--- src/rtl/inst_sequencer.sv ---
// Cycle sequencer for the Nandy core: owns the instruction register, steps
// memory-class ops through two cycles, stretches I/O ops until acknowledged
// and injects the interrupt opcode at instruction boundaries.
module inst_sequencer #(
  parameter logic [7:0] NOP_OPCODE = 8'h00,
  parameter logic [7:0] INT_OPCODE = 8'h10,
  parameter int         IO_TIMEOUT = 16
) (
  input  logic       clk,
  input  logic       rst,
  input  logic       hold,
  input  logic [7:0] inst_in,
  input  logic       io_rd,
  input  logic       io_wr,
  input  logic       ncli,
  input  logic       irq,
  input  logic       io_ack,
  output logic [7:0] inst,
  output logic       cycle,
  output logic       ncycle,
  output logic       fetch,
  output logic       commit,
  output logic       io_req,
  output logic       io_err,
  output logic       int_ack,
  output logic       ie
);

  localparam int CW = (IO_TIMEOUT > 0) ? $clog2(IO_TIMEOUT + 1) : 1;
  localparam logic [CW-1:0] CNT_LAST = CW'((IO_TIMEOUT > 0) ? IO_TIMEOUT - 1 : 0);
  localparam logic [CW-1:0] CNT_MAX  = {CW{1'b1}};

  typedef enum logic [1:0] {BOOT, EXEC0, EXEC1, IOWAIT} state_t;

  state_t        state;
  logic [CW-1:0] waitCnt;
  logic          done;
  logic          timeout;
  logic          take;
  logic          active;

  assign cycle  = (state == EXEC1);
  assign ncycle = ~cycle;

  // Completion / interrupt decision for the current cycle and the strobes
  // derived from it; strobes are suppressed during reset and hold.
  always_comb begin
    done    = 1'b0;
    timeout = 1'b0;
    case (state)
      EXEC0:  done = ~inst[7] & ~(io_rd | io_wr);
      EXEC1:  done = 1'b1;
      IOWAIT: begin
        if (io_ack) begin
          done = 1'b1;
        end else if ((IO_TIMEOUT != 0) && (waitCnt == CNT_LAST)) begin
          done    = 1'b1;
          timeout = 1'b1;
        end
      end
      default: done = 1'b0;
    endcase
    take    = done & irq & ie;
    active  = ~rst & ~hold;
    commit  = active & done;
    int_ack = active & take;
    fetch   = active & ((state == BOOT) | (done & ~take));
  end

  // Sequencer state, instruction register, interrupt enable and I/O tracking.
  always_ff @(posedge clk) begin
    if (rst) begin
      state   <= BOOT;
      inst    <= NOP_OPCODE;
      ie      <= 1'b0;
      io_err  <= 1'b0;
      io_req  <= 1'b0;
      waitCnt <= '0;
    end else if (!hold) begin
      case (state)
        BOOT: begin
          state <= EXEC0;
          inst  <= inst_in;
        end
        EXEC0: begin
          if (inst[7]) begin
            state <= EXEC1;
          end else if (io_rd | io_wr) begin
            state   <= IOWAIT;
            waitCnt <= '0;
            io_req  <= 1'b1;
          end
        end
        IOWAIT: begin
          // saturate rather than wrap; only reachable with no timeout
          if (!done && waitCnt != CNT_MAX) waitCnt <= waitCnt + 1'b1;
        end
        default: ;
      endcase
      if (done) begin
        state  <= EXEC0;
        io_req <= 1'b0;
        if (timeout) io_err <= 1'b1;
        if (!ncli) ie <= 1'b1;
        // accepting an interrupt disables further ones, even over a re-arm
        if (take) begin
          ie   <= 1'b0;
          inst <= INT_OPCODE;
        end else begin
          inst <= inst_in;
        end
      end
    end
  end

endmodule
--- config.mk ---
export PLATFORM = sky130hd
export DESIGN_NAME = inst_sequencer
export DESIGN_NICKNAME = d
export VERILOG_FILES = /design/src/rtl/inst_sequencer.sv
export SDC_FILE = /design/constraint.sdc
export NUM_CORES = 1
export LEC_CHECK = 0
export ABC_AREA = 1
export CORE_UTILIZATION = 25
export DETAILED_ROUTE_END_ITERATION = 8
export GPL_TIMING_DRIVEN = 0
export PLACE_DENSITY = 0.57
export SYNTH_ARGS = -nofsm -noshare
export SYNTH_HDL_FRONTEND = slang
export SYNTH_SLANG_ARGS = --single-unit
--- constraint.sdc ---
create_clock -name clk -period 3.9 [get_ports clk]
set_input_delay 1.17 -clock clk [delete_from_list [all_inputs] [get_ports clk]]
set_output_delay 1.17 -clock clk [all_outputs]
set_load 0.02 [all_outputs]
==> impl_metrics.ini <==
[outcome]
run_status = finished, final reports clean

[floorplanning]
floorplan.rows = 23
initial_utilization = 0.261
fp.dieH_um = 66.7
die_width_um = 66.7
floorplan.die_area_um2 = 4450
core_um2 = 4000
io_pins = 32

[yosys]
top_cells_by_instance_count_after_synthesis = 41 x nand2_1, 34 x nor2_1, 18 x dfxtp_1
synth_edf_count = 0
yosys-top-cells-area = dfxtp_1 34%, nand2_1 15%, nor2_1 12%, inv_1 6.1%, nand3_1 4.3%
post_synth_mux_area_share = 0
synth-seq-area-share = 0.344
postSynthCellCount = 160
largest_family_of_logic_cells_by_synthesized_area = simple AND/OR/NAND/NOR gates
yosysTopAreaCellShare = 0.344
synth_largest_area_cell = dfxtp_1
syn_area_um2 = 1050
synth-compound-area-share = 0.0550
synth_cell_types = 26
synth_area_per_cell_um2 = 6.54
yosys_warnings = 0
post_synthesis_net_count = 179
async_reset_ff_frac = 0
synth-seq-cells = 18
yosys.area_share.xor_xnor = 0
post_synth_fa_ha_maj_area_fraction = 0.0359
post-synth-top-count-cell = nand2_1
ys_dominant_reg_cell = dfxtp_1
synth-simple-area-share = 0.449

[setup_path]
cpPeakStageDelay_ns = 0.48
cp_num_buf_inv = 3
critical_path_arrival_ns = 2.52
critPathMostFrequentCell = nand2_1
critical-path-top-delay-family = buffers and inverters
critical_path.startpoint_type = input pin
timing.critical_path.to_type = primary output
timing.critical_path.required_ns = 2.73
critPathKind = input pin to primary output
worstPathCellList = clkdlybuf4s50_1 > inv_1 > nand3_1 > nand2_1 > nand2_1 > nand2_2 > nor2_1 > clkbuf_2
critPathSlowestCell = clkdlybuf4s50_1
cp_max_fo = 10

[cells_and_area]
antenna-diode-count = 0
finish.utilization = 0.366
layout.filler_cells = 453
syn_to_final_growth_pct = 39.8
multi_input_area_um2 = 567
ratio_of_cells_with_drive_above_1_in_the_final_layout = 0.154
post-route-cell-area_um2 = 1460
nets = 216
sequential_cell_area_in_the_final_layout_um2 = 360

[global_routing]
grt_antenna_before_repair = 0
grt_start_max_net_pins = 11
via_count_of_the_first_global_routing_pass = 987
grt.overflow.total = 0
total_global_route_track_usage = 0.117
grt_first_pass_wirelength_um = 3980

[power_and_ir_drop]
max-vdd-ir-drop_v = 0.000106
power.clock.fraction = 0.265
internal-power_uw = 337
power-per-cell-area_nw_per_um2 = 334
seq_power_share = 0.436
swShare = 0.309
power.static_leakage_nw = 0.678
total_power_uw = 488
p_comb_frac = 0.299
switching_power_uw = 151

[place]
place.detailed.hpwl_um = 1770
place_area_um2 = 1420
gpl.final_weighted_congestion = 0.777
placement.io_buffers = 31

[route]
drcViolationCount = 0
routed_wl_um = 2260
number_of_drc_violations_after_detailed_routing_iteration_0 = 33
ant_nets = 0
detailed_routing_iteration_count_for_the_pre_antenna_repair_pass = 4
vias = 1040
avgViaCountPerCell = 4.24
route.detailed.wl_per_inst_um = 9.23

[timing]
fin_tns_setup_ns = 0
whs_ns = 0.447
clock_skew_ns = 0.00575
slew-limit-headroom = 0.676
report.final.slew_viol_count = 0
worst_max_slew_pin_slew_ns = 0.484
grt_setup_unrepaired = no
post-route-min-period_ns = 3.69
report.final.setup_viol = 0
final_min_period_over_clock_period = 0.946
maxClockFrequency_mhz = 271
report.final.hold_viol_count = 0

[clocking]
worst_skew_pair.late_latency_ns = 0.25
cts_buffer_depth = 2
clock_sink_count = 18
htree_levels = 1
tritoncts = built
clk_pin_slew_ns = 0.06
clock-root-buffer = clkbuf_8
tritoncts.num_buffers = 3

[job]
drv.max_cap_violation_count = 0

[hold_path]
worst_hold_path_type = flip-flop to flip-flop
## final timing paths
kind / from / endpoint / slack, ns / cells past startpoint
worst max register to register: waitCnt[0] / ie / 1.98 / 11
worst min register to register: io_req / io_req / 0.45 / 2
worst min-delay path: io_req / io_req / 0.45 / 2
worst max-delay path: io_ack / int_ack / 0.21 / 8
## registers in the layout, indices dropped and copies added, names as in the netlist
name / cells
ie: 1
inst: 8
io_err: 1
io_req: 1
state: 2
waitCnt: 5
## cells in the final DEF, fill, tap and decap left out, drive strengths merged
| cell | instances |
|---|---|
| nor2 | 36 |
| nand2 | 49 |
| o211ai | 1 |
| nor3b | 1 |
| inv | 22 |
| nand3 | 11 |
| buf | 3 |
| nor3 | 1 |
| clkbuf | 5 |
| o21bai | 1 |
| a21oi | 5 |
| nand4 | 2 |
| dfxtp | 18 |
| clkdlybuf4s50 | 28 |
| dlygate4sd2 | 2 |
| ha | 3 |
| o21ai | 2 |
| o21a | 1 |
| or2 | 2 |
| nor4 | 2 |
## stage by stage
| stage | setup slack (ns) | cells |
|---|---|---|
| floorplan | 0.728 | 160 |
| global placement | -0.248 | 241 |
| detailed placement | -0.256 | 241 |
| CTS | 0.0362 | 245 |
| global route | 0.0913 | 245 |
| finish | 0.212 | 245 |
## power groups by stage
| stage | Clock, mW | Sequential, mW | Combinational (mW) |
|---|---|---|---|
| floorplan | 0 | 0.228 | 0.0796 |
| global placement | 0 | 0.217 | 0.146 |
| detailed placement | 0 | 0.217 | 0.147 |
| CTS | 0.135 | 0.213 | 0.148 |
| global route | 0.145 | 0.215 | 0.164 |
| finish | 0.129 | 0.213 | 0.146 |
## kinds of logic after synthesis
family	after synthesis
AO/OA/AOI/OAI	10
adder cells (fa/ha/maj)	3
AND/OR/NAND/NOR	104
flip-flops	18
buffers and inverters	25
## per-layer routing
metal  vias to the layer above  track usage  share of wire
met4                         0       0.0399         0.0053
met3                         2       0.0274          0.050
met1                       451        0.139           0.49
li1                        567            -              -
met5                         -            0              0
met2                        20        0.202           0.45
## area by class of cell
cell class | instances | share of cell area
timing repair buffer | 32 | 0.212
tap | 50 | 0.0428
sequential | 18 | 0.246
multi-input combinational | 117 | 0.388
buffer | 3 | 0.0248
clock buffer | 3 | 0.0282
inverter | 22 | 0.0582
## repair_timing
item | in CTS | in global routing
setup buffers | 1 | 0
hold buffers | 0 | 0
pin swaps | 0 | 0
setup endpoints to repair | 3 | 1
gates resized for setup | 6 | 2
hold endpoints to repair | 0 | 0
## tightest hold or removal path: cells and delay by family, from the launching register on
kind / cells / cell delay, ns
buf+inv: 1 / 0.05
compound gates: 1 / 0.05
flops: 1 / 0.31
(Power assumes the default switching activity.)
